[src/rtl/align_ctrl_if.sv]
// VLSU AR/R snoop port and aligner control bundle for align_ctrl.
// Statistic outputs exist in every build and read 0 unless ALIGN_CTRL_STATS_EN is defined.
interface align_ctrl_if #(
  parameter int unsigned AxiDataWidth = 64,
  parameter int unsigned AxiAddrWidth = 64,
  parameter int unsigned NumTrackers  = 8
);
  localparam int unsigned NumStages = $clog2(AxiDataWidth / 8);
  localparam int unsigned BeWidth   = AxiDataWidth / 8;
  localparam int unsigned CntWidth  = $clog2(NumTrackers) + 1;

  logic                    ar_valid_i;
  logic [AxiAddrWidth-1:0] ar_addr_i;
  logic [7:0]              ar_len_i;
  logic                    ar_ready_i;
  logic                    ar_ready_o;
  logic                    r_valid_i;
  logic                    r_ready_i;
  logic                    r_last_i;
  logic [NumStages-1:0]    shift_en_o;
  logic [BeWidth-1:0]      be_o;
  logic                    first_o;
  logic                    last_o;
  logic                    flush_o;
  logic                    cfg_valid_o;
  logic                    err_o;
  logic [CntWidth-1:0]     cnt_o;
  logic [31:0]             stat_bursts_o;
  logic [31:0]             stat_unaligned_o;

  modport master (
    output ar_valid_i, ar_addr_i, ar_len_i, ar_ready_i, r_valid_i, r_ready_i, r_last_i,
    input  ar_ready_o, shift_en_o, be_o, first_o, last_o, flush_o, cfg_valid_o, err_o, cnt_o,
           stat_bursts_o, stat_unaligned_o
  );

  modport slave (
    input  ar_valid_i, ar_addr_i, ar_len_i, ar_ready_i, r_valid_i, r_ready_i, r_last_i,
    output ar_ready_o, shift_en_o, be_o, first_o, last_o, flush_o, cfg_valid_o, err_o, cnt_o,
           stat_bursts_o, stat_unaligned_o
  );
endinterface

[src/rtl/align_ctrl.sv]
// Read-alignment scheduler: tracks AR bursts in a descriptor FIFO and drives per-beat aligner controls.
// Optional burst statistics counters are built when ALIGN_CTRL_STATS_EN is defined.
module align_ctrl #(
  parameter int unsigned AxiDataWidth = 64,
  parameter int unsigned AxiAddrWidth = 64,
  parameter int unsigned NumTrackers  = 8
) (
  input logic        clk_i,
  input logic        rst_i,
  align_ctrl_if.slave bus
);
  localparam int unsigned NumStages = $clog2(AxiDataWidth / 8);
  localparam int unsigned BeWidth   = AxiDataWidth / 8;
  localparam int unsigned PtrWidth  = $clog2(NumTrackers);
  localparam int unsigned CntWidth  = $clog2(NumTrackers) + 1;

  logic [NumStages-1:0] r_off_mem [NumTrackers];
  logic [7:0]           r_len_mem [NumTrackers];
  logic [PtrWidth-1:0]  r_wr_ptr;
  logic [PtrWidth-1:0]  r_rd_ptr;
  logic [CntWidth-1:0]  r_cnt;
  logic [7:0]           r_beat_cnt;
  logic                 r_err;

  logic                 w_full;
  logic                 w_empty;
  logic                 w_ar_ready;
  logic                 w_push;
  logic                 w_hs;
  logic                 w_at_len;
  logic                 w_pop;
  logic [NumStages-1:0] w_head_off;
  logic [7:0]           w_head_len;
  logic                 w_unused;

  // Only the in-beat byte offset of the address matters to the aligner.
  assign w_unused = ^bus.ar_addr_i[AxiAddrWidth-1:NumStages];

  assign w_full     = (r_cnt == CntWidth'(NumTrackers));
  assign w_empty    = (r_cnt == '0);
  assign w_ar_ready = bus.ar_ready_i && !w_full;
  assign w_push     = bus.ar_valid_i && w_ar_ready;
  assign w_hs       = bus.r_valid_i && bus.r_ready_i;
  assign w_head_off = r_off_mem[r_rd_ptr];
  assign w_head_len = r_len_mem[r_rd_ptr];
  assign w_at_len   = (r_beat_cnt == w_head_len);
  assign w_pop      = w_hs && !w_empty && w_at_len;

  assign bus.ar_ready_o = w_ar_ready;

  // Descriptor storage; validity is carried entirely by the pointers and count.
  always_ff @(posedge clk_i) begin
    if (w_push) begin
      r_off_mem[r_wr_ptr] <= bus.ar_addr_i[NumStages-1:0];
      r_len_mem[r_wr_ptr] <= bus.ar_len_i;
    end
  end

  always_ff @(posedge clk_i or posedge rst_i) begin
    if (rst_i) begin
      r_wr_ptr   <= '0;
      r_rd_ptr   <= '0;
      r_cnt      <= '0;
      r_beat_cnt <= '0;
      r_err      <= 1'b0;
    end else begin
      if (w_push) r_wr_ptr <= r_wr_ptr + PtrWidth'(1);
      if (w_pop)  r_rd_ptr <= r_rd_ptr + PtrWidth'(1);
      case ({w_push, w_pop})
        2'b10:   r_cnt <= r_cnt + CntWidth'(1);
        2'b01:   r_cnt <= r_cnt - CntWidth'(1);
        default: r_cnt <= r_cnt;
      endcase
      // Sequencing follows the descriptor length; r_last_i only feeds the checker.
      if (w_hs && !w_empty) r_beat_cnt <= w_at_len ? 8'd0 : r_beat_cnt + 8'd1;
      if (w_hs && (w_empty || (bus.r_last_i != w_at_len))) r_err <= 1'b1;
    end
  end

  // Head-of-queue controls, forced to zero while no descriptor is present.
  always_comb begin
    bus.cfg_valid_o = 1'b0;
    bus.first_o     = 1'b0;
    bus.last_o      = 1'b0;
    bus.flush_o     = 1'b0;
    bus.shift_en_o  = '0;
    bus.be_o        = '0;
    if (!w_empty) begin
      bus.cfg_valid_o = 1'b1;
      bus.first_o     = (r_beat_cnt == 8'd0);
      bus.last_o      = w_at_len;
      bus.flush_o     = (w_head_off != '0);
      bus.shift_en_o  = w_head_off;
      bus.be_o        = (r_beat_cnt == 8'd0) ? BeWidth'({BeWidth{1'b1}} << w_head_off)
                                             : {BeWidth{1'b1}};
    end
  end

  assign bus.err_o = r_err;
  assign bus.cnt_o = r_cnt;

`ifdef ALIGN_CTRL_STATS_EN
  logic [31:0] r_stat_bursts;
  logic [31:0] r_stat_unaligned;

  always_ff @(posedge clk_i or posedge rst_i) begin
    if (rst_i) begin
      r_stat_bursts    <= '0;
      r_stat_unaligned <= '0;
    end else if (w_pop) begin
      r_stat_bursts <= r_stat_bursts + 32'd1;
      if (w_head_off != '0) r_stat_unaligned <= r_stat_unaligned + 32'd1;
    end
  end

  assign bus.stat_bursts_o    = r_stat_bursts;
  assign bus.stat_unaligned_o = r_stat_unaligned;
`else
  assign bus.stat_bursts_o    = '0;
  assign bus.stat_unaligned_o = '0;
`endif

endmodule

[src/flat_wrapper.sv]
// flat-port wrapper written by rule: the top's interface ports become plain ports
module align_ctrl_flat 
#(
  parameter int unsigned AxiDataWidth = 64,
  parameter int unsigned AxiAddrWidth = 64,
  parameter int unsigned NumTrackers  = 8
)
  (clk_i, rst_i, bus_ar_valid_i, bus_ar_addr_i, bus_ar_len_i, bus_ar_ready_i, bus_r_valid_i, bus_r_ready_i, bus_r_last_i, bus_ar_ready_o, bus_shift_en_o, bus_be_o, bus_first_o, bus_last_o, bus_flush_o, bus_cfg_valid_o, bus_err_o, bus_cnt_o, bus_stat_bursts_o, bus_stat_unaligned_o);
  align_ctrl_if #(.AxiDataWidth(AxiDataWidth), .AxiAddrWidth(AxiAddrWidth), .NumTrackers(NumTrackers)) bus_i ();
  input logic clk_i;
  input logic rst_i;
  input wire logic [$bits(bus_i.ar_valid_i)-1:0] bus_ar_valid_i;
  input wire logic [$bits(bus_i.ar_addr_i)-1:0] bus_ar_addr_i;
  input wire logic [$bits(bus_i.ar_len_i)-1:0] bus_ar_len_i;
  input wire logic [$bits(bus_i.ar_ready_i)-1:0] bus_ar_ready_i;
  input wire logic [$bits(bus_i.r_valid_i)-1:0] bus_r_valid_i;
  input wire logic [$bits(bus_i.r_ready_i)-1:0] bus_r_ready_i;
  input wire logic [$bits(bus_i.r_last_i)-1:0] bus_r_last_i;
  output wire logic [$bits(bus_i.ar_ready_o)-1:0] bus_ar_ready_o;
  output wire logic [$bits(bus_i.shift_en_o)-1:0] bus_shift_en_o;
  output wire logic [$bits(bus_i.be_o)-1:0] bus_be_o;
  output wire logic [$bits(bus_i.first_o)-1:0] bus_first_o;
  output wire logic [$bits(bus_i.last_o)-1:0] bus_last_o;
  output wire logic [$bits(bus_i.flush_o)-1:0] bus_flush_o;
  output wire logic [$bits(bus_i.cfg_valid_o)-1:0] bus_cfg_valid_o;
  output wire logic [$bits(bus_i.err_o)-1:0] bus_err_o;
  output wire logic [$bits(bus_i.cnt_o)-1:0] bus_cnt_o;
  output wire logic [$bits(bus_i.stat_bursts_o)-1:0] bus_stat_bursts_o;
  output wire logic [$bits(bus_i.stat_unaligned_o)-1:0] bus_stat_unaligned_o;
  assign bus_i.ar_valid_i = bus_ar_valid_i;
  assign bus_i.ar_addr_i = bus_ar_addr_i;
  assign bus_i.ar_len_i = bus_ar_len_i;
  assign bus_i.ar_ready_i = bus_ar_ready_i;
  assign bus_i.r_valid_i = bus_r_valid_i;
  assign bus_i.r_ready_i = bus_r_ready_i;
  assign bus_i.r_last_i = bus_r_last_i;
  assign bus_ar_ready_o = bus_i.ar_ready_o;
  assign bus_shift_en_o = bus_i.shift_en_o;
  assign bus_be_o = bus_i.be_o;
  assign bus_first_o = bus_i.first_o;
  assign bus_last_o = bus_i.last_o;
  assign bus_flush_o = bus_i.flush_o;
  assign bus_cfg_valid_o = bus_i.cfg_valid_o;
  assign bus_err_o = bus_i.err_o;
  assign bus_cnt_o = bus_i.cnt_o;
  assign bus_stat_bursts_o = bus_i.stat_bursts_o;
  assign bus_stat_unaligned_o = bus_i.stat_unaligned_o;
  align_ctrl #(.AxiDataWidth(AxiDataWidth), .AxiAddrWidth(AxiAddrWidth), .NumTrackers(NumTrackers)) u_core (.clk_i(clk_i), .rst_i(rst_i), .bus(bus_i));
endmodule
[config.mk]
export PLATFORM = sky130hd
export DESIGN_NAME = align_ctrl_flat
export DESIGN_NICKNAME = d
export VERILOG_FILES = /design/src/rtl/align_ctrl_if.sv /design/src/rtl/align_ctrl.sv /design/src/flat_wrapper.sv
export SDC_FILE = /design/constraint.sdc
export NUM_CORES = 1
export LEC_CHECK = 0
export CAP_MARGIN = 20
export CELL_PAD_IN_SITES_DETAIL_PLACEMENT = 1
export CELL_PAD_IN_SITES_GLOBAL_PLACEMENT = 1
export CORE_UTILIZATION = 38
export CTS_CLUSTER_SIZE = 40
export DETAILED_ROUTE_END_ITERATION = 6
export GPL_ROUTABILITY_DRIVEN = 0
export PLACE_DENSITY_LB_ADDON = 0.1
export SYNTH_ARGS = -nofsm -noshare
export SYNTH_HDL_FRONTEND = slang
export SYNTH_SLANG_ARGS = --single-unit
[constraint.sdc]
create_clock -name clk_i -period 5.2 [get_ports clk_i]
set_input_delay 1.04 -clock clk_i [delete_from_list [all_inputs] [get_ports clk_i]]
set_output_delay 1.04 -clock clk_i [all_outputs]
set_load 0.1 [all_outputs]
Yosys cells after proc, flatten, opt, wreduce, memory -nomap -nowiden
Memories as Yosys holds them, arrays and structs flattened. Index checks and enable logic that the tools add are counted.

Output and inout port bits: 85. Bits of input ports: 79. Register bits: 19. Logic and storage cells: 42. Memories: 2. Bits in writable memories: 88.

Memory list: u_core.r_len_mem (depth 8, bits a word 8, rd ports 1, clocked after memory_dff 0, wr ports 1, line align_ctrl.sv:18) `logic [7:0] r_len_mem [NumTrackers];`; u_core.r_off_mem (depth 8, bits a word 3, rd ports 1, clocked after memory_dff 0, wr ports 1, line align_ctrl.sv:17) `logic [NumStages-1:0] r_off_mem [NumTrackers];`.

Shift operators: 1. Equality and inequality tests: 5. Muxes and demuxes: 11. Reduce and logical (&&, ||, !) cells: 13. Add/sub/neg operators: 5.

Operator list (number): $mux W8 (3); $add A8 B1 Y8 const B (1); $eq A8 B8 Y1 (1); $logic_not A8 Y1 (1); $pmux W4 S2 (1); $shl A8 B3 Y8 const A (1); $add A3 B1 Y3 const B (2); $logic_and A1 B1 Y1 (6); $mux W1 (6); $add A4 B1 Y4 const B (1); $eq A4 B4 Y1 const B (1); $logic_not A4 Y1 (1); $sub A4 B1 Y4 const B (1); $mux W3 (1); $reduce_bool A3 Y1 (1); $eq A2 B1 Y1 const B (1); $eq A2 B2 Y1 const B (1); $logic_not A1 Y1 (2); $reduce_bool A2 Y1 (1); $logic_or A1 B1 Y1 (1); $ne A1 B1 Y1 (1).

Logic depth before layout (Yosys ltp)
Gate-level depths: netlist of the first run.

Word-level depth: 6. Gate-level depth with buffers: 16. Mapped depth without buffers: 14.

Worst setup path after synthesis of the first run
No wires, ideal clock.

Path type: flip-flop to flip-flop. From: reg u_core.r_cnt[1], in the netlist u_core.bus.cnt_o[1]. To: mem u_core.r_len_mem[0][0] (enable). Period minus slack after synthesis: 5.305 ns. Setup time: 0.393 ns. Arrival time: 4.912 ns. Stages on the path, launching flop included: 7. Path slack: -0.105 ns. Buffers on the path: 1. Required time: 4.807 ns. Cell sequence: dfrtp_1 > clkbuf_1 > nor3_1 > a21boi_0 > and2_1 > nand2b_1 > nor3_1.

Word-level cells in the longest chain between the ends: 6.

RTL lines: start: declaration (line align_ctrl.sv:21) `logic [CntWidth-1:0] r_cnt;`; start signal: assignment (line align_ctrl.sv:70) `2'b10: r_cnt <= r_cnt + CntWidth'(1);`; start signal: assignment (line align_ctrl.sv:71) `2'b01: r_cnt <= r_cnt - CntWidth'(1);`; start signal: assignment (line align_ctrl.sv:72) `default: r_cnt <= r_cnt;`; $eq A4 B4 Y1 (line align_ctrl.sv:39) `assign w_full = (r_cnt == CntWidth'(NumTrackers));`; $logic_not A1 Y1 (line align_ctrl.sv:41) `assign w_ar_ready = bus.ar_ready_i && !w_full;`; $logic_and A1 B1 Y1 (line align_ctrl.sv:41); net bus_ar_ready_o (line flat_wrapper.sv:19) `output wire logic [$bits(bus_i.ar_ready_o)-1:0] bus_ar_ready_o;`; $logic_and A1 B1 Y1 (line align_ctrl.sv:42) `assign w_push = bus.ar_valid_i && w_ar_ready;`; $mux W1 (line align_ctrl.sv:53) `if (w_push) begin`; $mux W1 (implied by the code) (line align_ctrl.sv:55) `r_len_mem[r_wr_ptr] <= bus.ar_len_i;`; end: declaration (line align_ctrl.sv:18).

The timed path passes the listed nets, and every way through them passes these cells.

Worst setup path in the final report of the first run
From: reg u_core.r_rd_ptr[1]. To: out bus_last_o.

Word-level cells in the longest chain between the ends: 3.

RTL lines: start: declaration (line align_ctrl.sv:20) `logic [PtrWidth-1:0] r_rd_ptr;`; start signal: assignment (line align_ctrl.sv:68) `if (w_pop) r_rd_ptr <= r_rd_ptr + PtrWidth'(1);`; $mem_v2 Z8 W8; $eq A8 B8 Y1 (line align_ctrl.sv:46) `assign w_at_len = (r_beat_cnt == w_head_len);`; $mux W1 (line align_ctrl.sv:88) `if (!w_empty) begin`; end: declaration (line flat_wrapper.sv:23) `output wire logic [$bits(bus_i.last_o)-1:0] bus_last_o;`.

No other way between the ends.

==> results of run 1 <==
==> routing by layer <==
metal,share of wire,GRT usage,vias to the layer above,wire [microns]
li1,-,-,1292,-
met1,0.45,0.190,1383,4510
met2,0.51,0.260,81,5060
met3,0.035,0.0407,4,354
met4,0.0072,0.0332,0,72
met5,0,0,-,0
==> stage by stage <==
| stage | instance area (sq um) | power (mW) | hold slack [ns] | std cells |
|---|---|---|---|---|
| 6_report | 5800 | 2.84 | 0.548 | 592 |
| 5_1_grt | 5800 | 2.97 | 0.589 | 592 |
| 4_1_cts | 5800 | 2.88 | 0.552 | 592 |
| 3_5_place_dp | 5530 | 2.25 | 0.535 | 577 |
| 3_3_place_gp | 5530 | 2.24 | 0.519 | 577 |
| 2_1_floorplan | 5420 | 2.07 | 0.487 | 425 |
==> logic make-up (layout without fill, tap and decap cells) <==
| logic type | Yosys count | count (layout) |
|---|---|---|
| multiplexers | 42 | 42 |
| other | 1 | 64 |
| AND/OR/NAND/NOR | 79 | 79 |
| flip-flops | 107 | 107 |
| adder cells (fa/ha/maj) | 7 | 7 |
| buffers and inverters | 84 | 75 |
| XOR/XNOR | 14 | 14 |
| AO/OA/AOI/OAI | 28 | 28 |
==> state kept, by name (all words and copies together), names as in the netlist <==
signal and flops:
u_core.r_rd_ptr 3, u_core.r_len_mem 64, u_core.r_beat_cnt 8, u_core.r_wr_ptr 3, u_core.bus.cnt_o 4, u_core.r_off_mem 24
u_core.bus.err_o 1
==> layout make-up <==
| type | count | share of cell area |
|---|---|---|
| clock buffers | 10 | 0.0395 |
| clock inverters | 5 | 0.00691 |
| inverters | 8 | 0.00518 |
| multi-input cells | 234 | 0.292 |
| flip-flops and latches | 107 | 0.538 |
| well taps | 176 | 0.0380 |
| repair buffers | 52 | 0.0807 |
==> final timing paths <==
kind / cells after the start / end / start / slack (ns)
worst max-delay path: 7 / bus_last_o / u_core.r_rd_ptr[1] / 0.83
worst min-delay path: 1 / u_core.bus.cnt_o[3] / u_core.bus.cnt_o[3] / 0.55
worst min register to register: 1 / u_core.bus.cnt_o[3] / u_core.bus.cnt_o[3] / 0.55
max in group asynchronous: 2 / u_core.r_beat_cnt[7] / rst_i / 3.52
min in group asynchronous: 2 / u_core.bus.cnt_o[1] / rst_i / 1.16
worst max register to register: 14 / u_core.bus.cnt_o[2] / u_core.r_rd_ptr[1] / 1.13
==> report_power, final <==
| group | internal (mW) | switching, mW | total (mW) |
|---|---|---|---|
| registers | 1.03 | 0.0936 | 1.12 |
| clock network | 0.326 | 0.298 | 0.624 |
| logic | 0.269 | 0.829 | 1.10 |
| total | 1.62 | 1.22 | 2.84 |
==> cell usage in the layout, fill, tap and decap left out, types with 4 or more instances in the layout <==
cell type	count
edfxtp_1	88
conb_1	64
clkdlybuf4s50_1	26
buf_4	25
mux2i_1	19
nand2_1	19
dfrtp_1	19
nor2_1	18
mux4_2	14
clkbuf_16	9
inv_1	8
xnor2_1	8
nor3_1	8
ha_1	7
nor2b_1	6
a22o_1	6
xor2_1	6
nand3_1	6
a21oi_1	6
mux2_2	5
nand2b_1	5
and3_1	4
o21ai_1	4
==> Flow_metrics.wiki, run 1 <==
{| class="wikitable"
! Metric !! Value
|-
| Post-CTS setup repair buffer count || 0
|-
| Count of unique library cells instantiated by Yosys || 44
|-
| Combinational family with the most area after synthesis || multiplexers
|-
| DP Wirelength || 6860 microns
|-
| Stage delay of the slowest cell on the critical path || around 0.81 ns
|-
| Simple-gate area share of the yosys netlist || 0.0813
|-
| Maximum capacitance violations || 0
|-
| Number of remaining DRC errors || 0
|-
| Leading cell types by total area after synthesis || edfxtp_1 (51%), buf_4 (9.6%), dfrtp_1 (9.2%)
|-
| Resized Gates After CTS || 0
|-
| Flip-flop and latch area || between 3000 and 4000 sq um
|-
| Clock latency on the worst-skew pair || 0.34 ns
|-
| Pin count of the biggest net entering global routing || 27
|-
| Post-DR vias/cell || about 4.7
|-
| Startpoint type of the worst setup path || flip-flop
|-
| # nets final || 498
|-
| Share of the clock period used by the worst path after layout || 0.840
|-
| Power density normalized to cell area || 491 nW/um^2
|-
| Max stage delay cell, worst path || dfrtp_1
|-
| Sequential element share of the synthesized area || 0.601
|-
| Status || finished, final reports clean
|-
| Routed wire length || 9990 microns
|-
| Clk_skew || ~0.0058 ns
|-
| Share of the synthesized area in the top cell type || 0.510
|-
| Root buffer selected by CTS || clkbuf_16
|-
| All-Layer GR Usage || 0.151
|-
| Compound-Gate Fraction of Synth Area || 0.0345
|-
| Final number of max-transition violations || 0
|-
| Gate Count Post-Synth || 362
|-
| Final setup violation count || 0
|-
| Worst setup slack after layout || between 0.8 and 0.9 ns
|-
| CP Cell Sequence || mux2i_1 -> mux4_2 -> xnor2_1 -> or3b_1 -> nor4_4 -> and2_1 -> buf_12
|-
| Total congestion overflow || 0
|-
| Cell Area, Synth || 5190 sq um
|-
| CTS sink cnt || roughly 110
|-
| Avg WL per Cell || 16.9 microns
|-
| Hold crit path type || flip-flop to flip-flop
|-
| Primary FF master, synth || edfxtp_1
|-
| Die area || 14100 sq um
|-
| Most numerous cell types in the synthesized netlist || edfxtp_1 (88), buf_4 (66), dfrtp_1 (19), mux2i_1 (19), nand2_1 (19)
|-
| Total number of H-tree levels || 3
|-
| Global-route wire length before repair || 15800 microns
|-
| Number of violations reported at the end of detailed-routing iteration 0 || 181
|-
| Asr flop ratio synth || 0.178
|-
| Multi-input combinational cell area || ~1700 sq um
|-
| Maximum fanout along the worst path || 15
|-
| Core region area || between 10000 and 15000 sq um
|-
| Critical Path AT || ~3.3 ns
|-
| Initial Utilization || 0.390
|-
| Clock tree from TritonCTS || built
|-
| Synth warnings || 0
|-
| Unrepaired setup endpoints after global routing || no
|-
| Residual antenna-violating net count after detailed routing || 0
|-
| Number of buffer and inverter stages on the critical path || 1
|-
| CTS Hold Buffers Added || 0
|-
| Cell family contributing the most delay on the critical path || simple AND/OR/NAND/NOR gates
|-
| Adder and majority cell fraction of the synthesized area || 0.0169
|-
| Core utilization of the finished layout || 0.436
|-
| Static leakage power || between 2 and 2.5 nW
|-
| Largest area contributor in the synthesized netlist || edfxtp_1
|-
| Floorplan die width || approximately 120 microns
|-
| Most instantiated library cell after synthesis || edfxtp_1
|-
| Final hold vios || 0
|-
| Y dimension of the die || 119 microns
|-
| Maximum achievable frequency || about 230 MHz
|-
| Antenna violations before repair || 0
|-
| Count of input and output buffers || 38
|-
| Setup Crit Path Kind || flip-flop to primary output
|-
| DRT Pass-1 Iters || 4
|-
| Avg Synthesized Cell Area || 14.3 sq um
|-
| Xor and xnor area share after synthesis || 0.0236
|-
| Number of synthesized flops with an enable pin || 88
|-
| Vias after detailed routing || 2760
|-
| Vias in the first global route || roughly 2800
|-
| Worst relative slew slack || 0.346
|-
| CTS Buf Count || 9
|-
| Yosys reg bits || 107
|-
| Reg clk slew, reported paths || 0.07 ns
|-
| Post-synthesis to final-layout area growth || 11.8%
|-
| Share of cell area taken by muxes after synthesis || 0.124
|-
| Fraction of layout cells with a size suffix above 1 || 0.149
|-
| Max clock buf depth || 2
|-
| Count of pins on the block boundary || 164
|-
| Worst vdd ir || 0.260 mV
|-
| Number of diodes || 0
|-
| Num rows || 42
|-
| Data required time at the worst endpoint || 4.16 ns
|-
| CP endpoint kind || primary output
|-
| Actual slew at the worst max-slew pin || 0.978 ns
|-
| Post-Place Setup Slack || 1.07 ns
|-
| Number of inserted filler cells in the final layout || 1383
|-
| Summed negative setup slack over all endpoints || 0 ns
|-
| Period minus WS final || between 4 and 5 ns
|}
(Power assumes the default switching activity.)
==> run 2, diff against run 1 <==
--- a/config.mk
+++ b/config.mk
@@ -8,7 +8,7 @@
 export CAP_MARGIN = 20
 export CELL_PAD_IN_SITES_DETAIL_PLACEMENT = 1
 export CELL_PAD_IN_SITES_GLOBAL_PLACEMENT = 1
-export CORE_UTILIZATION = 38
+export CORE_UTILIZATION = 37
 export CTS_CLUSTER_SIZE = 40
 export DETAILED_ROUTE_END_ITERATION = 6
 export GPL_ROUTABILITY_DRIVEN = 0
==> constraint.sdc (replaced) <==
create_clock -name clk_i -period 4.5 [get_ports clk_i]
set_input_delay 0.9 -clock clk_i [delete_from_list [all_inputs] [get_ports clk_i]]
set_output_delay 0.9 -clock clk_i [all_outputs]
set_load 0.1 [all_outputs]
==> Flow_metrics.wiki, run 2 (synthesis gave the netlist of run 1 again) <==
{| class="wikitable"
! Metric !! Value
|-
| Status || finished, final reports clean
|-
| Startpoint of the tightest hold check path || u_core.r_wr_ptr[0]
|-
| # nets final || 501
|-
| Maximum achievable frequency || 245 MHz
|-
| Initial Utilization || 0.386
|-
| Number of remaining DRC errors || 0
|-
| Total internal power || around 1.9 mW
|-
| Fraction of layout cells with a size suffix above 1 || 0.167
|-
| All-Layer GR Usage || 0.151
|-
| Reg clk slew, reported paths || 0.07 ns
|-
| Stage delay of the slowest cell on the critical path || slightly below 0.6 ns
|-
| Hold crit path type || flip-flop to flip-flop
|-
| Final hold vios || 0
|-
| Worst vdd ir || 0.253 mV
|-
| DP Wirelength || 6920 microns
|-
| Sequential share of power || 0.387
|-
| Vias after detailed routing || 2788
|-
| Clock tree from TritonCTS || built
|-
| Vias in the first global route || 2813
|-
| Post-DR vias/cell || ~4.7
|-
| Cells on Worst Hold Path || 2
|-
| CTS sink cnt || 107
|-
| Largest register FFs || 64
|-
| Antenna violations before repair || 0
|-
| Post-synthesis to final-layout area growth || 14.1%
|-
| Power density normalized to cell area || 567 nW/um^2
|-
| Number of violations reported at the end of detailed-routing iteration 0 || 105
|-
| Biggest regs || u_core.r_len_mem x64, u_core.r_off_mem x24, u_core.r_beat_cnt x8
|-
| Period minus WS final || 4.09 ns
|-
| Part of the power in combinational logic || 0.399
|-
| Number of diodes || 0
|-
| Core region area || 13500 sq um
|-
| Worst-case reg-to-reg path depth || 15
|-
| Root buffer selected by CTS || clkbuf_16
|-
| Actual slew at the worst max-slew pin || slightly below 1 ns
|-
| Worst relative slew slack || 0.345
|-
| Start of the worst register-to-register path || u_core.r_rd_ptr[1]
|-
| Die area || 14500 sq um
|-
| Y dimension of the die || 120 microns
|-
| DRT Pass-1 Iters || 4
|-
| CP Cell Sequence || buf_4 -> mux2i_1 -> mux4_2 -> xnor2_1 -> or3b_1 -> nor4_4 -> and2_1 -> buf_12
|-
| Worst setup slack after layout || 0.414 ns
|-
| Count of pins on the block boundary || 164
|-
| Post-CTS setup repair buffer count || 0
|-
| Pin count of the biggest net entering global routing || 27
|-
| Total congestion overflow || 0
|-
| Commonest non-fill, non-tap cells in the layout || edfxtp_1 (88), conb_1 (64), clkdlybuf4s50_1 (24)
|-
| R2r setup slk || 0.58 ns
|-
| Data required time at the worst endpoint || roughly 3.6 ns
|-
| Endpoint of the worst hold path || u_core.r_wr_ptr[0]
|-
| Clock latency on the worst-skew pair || 0.35 ns
|-
| Startpoint type of the worst setup path || flip-flop
|-
| Share of total power consumed by net switching || 0.426
|-
| Floorplan die width || 120 microns
|-
| Avg WL per Cell || 17.1 microns
|-
| Unrepaired setup endpoints after global routing || no
|-
| Max stage delay cell, worst path || dfrtp_1
|-
| Final setup violation count || 0
|-
| Resized Gates After CTS || 0
|-
| Post-Place Cell Area || 5650 sq um
|-
| Number of buffer and inverter stages on the critical path || 2
|-
| CTS Hold Buffers Added || 0
|-
| Setup Crit Path Kind || flip-flop to primary output
|-
| Endpoint of the most critical register-to-register path || u_core.bus.cnt_o[2]
|-
| Static leakage power || 2.19 nW
|-
| Cell family contributing the most delay on the critical path || simple AND/OR/NAND/NOR gates
|-
| Residual antenna-violating net count after detailed routing || 0
|-
| Num rows || 42
|-
| Maximum capacitance violations || 0
|-
| Clk_skew || around 0.0064 ns
|-
| Max clock buf depth || 2
|-
| Routed wire length || around 10000 microns
|-
| Post-Layout Inst Area || around 6000 sq um
|-
| Final number of max-transition violations || 0
|-
| Share of the clock period used by the worst path after layout || 0.908
|-
| CP endpoint kind || primary output
|-
| Maximum fanout along the worst path || 8
|-
| Clock network fraction of total power || 0.215
|-
| Global-route wire length before repair || 15900 microns
|-
| Total number of H-tree levels || 3
|-
| Most common cell after layout, fill and taps aside || edfxtp_1
|-
| Net Sw Power || 1.43 mW
|-
| Critical Path AT || between 3 and 4 ns
|-
| CTS Buf Count || 9
|-
| Count of input and output buffers || 38
|-
| Register with the most flip-flops || u_core.r_len_mem
|-
| Post-Place Setup Slack || about 0.56 ns
|}
run 2: tightest hold or removal path: cells and delay by family, from the launching register on:
| family | cells | cell delay (ns) |
|---|---|---|
| AND/OR/NAND/NOR | 2 | 0.14 |
| flip-flops | 1 | 0.40 |
run 2: through the flow:
step	std cells	utilization	power (mW)	setup TNS (ns)	hold WS, ns
global route	596	0.440	3.50	0	0.591
finish	596	0.440	3.36	0	0.571
detailed placement	580	0.420	2.67	0	0.552
CTS	596	0.440	3.40	0	0.566
floorplan	425	-	2.39	-0.479	0.487
global placement	580	0.420	2.65	0	0.526
run 2: worst max-delay path by stage:
stage                              startpoint                  end  depth (start not counted)
after floorplan           u_core.bus.cnt_o[1]          bus_be_o[1]                          5
after CTS                  u_core.r_rd_ptr[1]           bus_last_o                          8
after global routing       u_core.r_rd_ptr[1]           bus_last_o                          8
after global placement     u_core.r_rd_ptr[1]  u_core.bus.cnt_o[2]                         15
after detailed placement   u_core.r_rd_ptr[1]  u_core.bus.cnt_o[2]                         15
final                      u_core.r_rd_ptr[1]           bus_last_o                          8
run 2: layout make-up:
class,count,area (sq um)
Sequential cell,107,3120
Multi-Input combinational cell,234,1700
Fill cell,1379,7530
Tap cell,176,220
Clock buffer,9,225
Inverter,8,30.0
Clock inverter,7,43.8
Timing Repair Buffer,55,586
run 2: routing by layer:
layer  GRT usage  part of all wire  vias up
met3      0.0278             0.036       12
met4      0.0602             0.017        0
met1       0.196              0.46     1396
li1            -                 -     1299
met2       0.250              0.49       81
met5           0                 0        -
run 2: power groups by stage:
| stage | sequential [mW] | clock, mW | combinational, mW |
|---|---|---|---|
| global placement | 1.31 | 0 | 1.34 |
| finish | 1.30 | 0.720 | 1.34 |
| floorplan | 1.45 | 0 | 0.945 |
| CTS | 1.30 | 0.748 | 1.36 |
| detailed placement | 1.32 | 0 | 1.35 |
| global route | 1.32 | 0.775 | 1.41 |
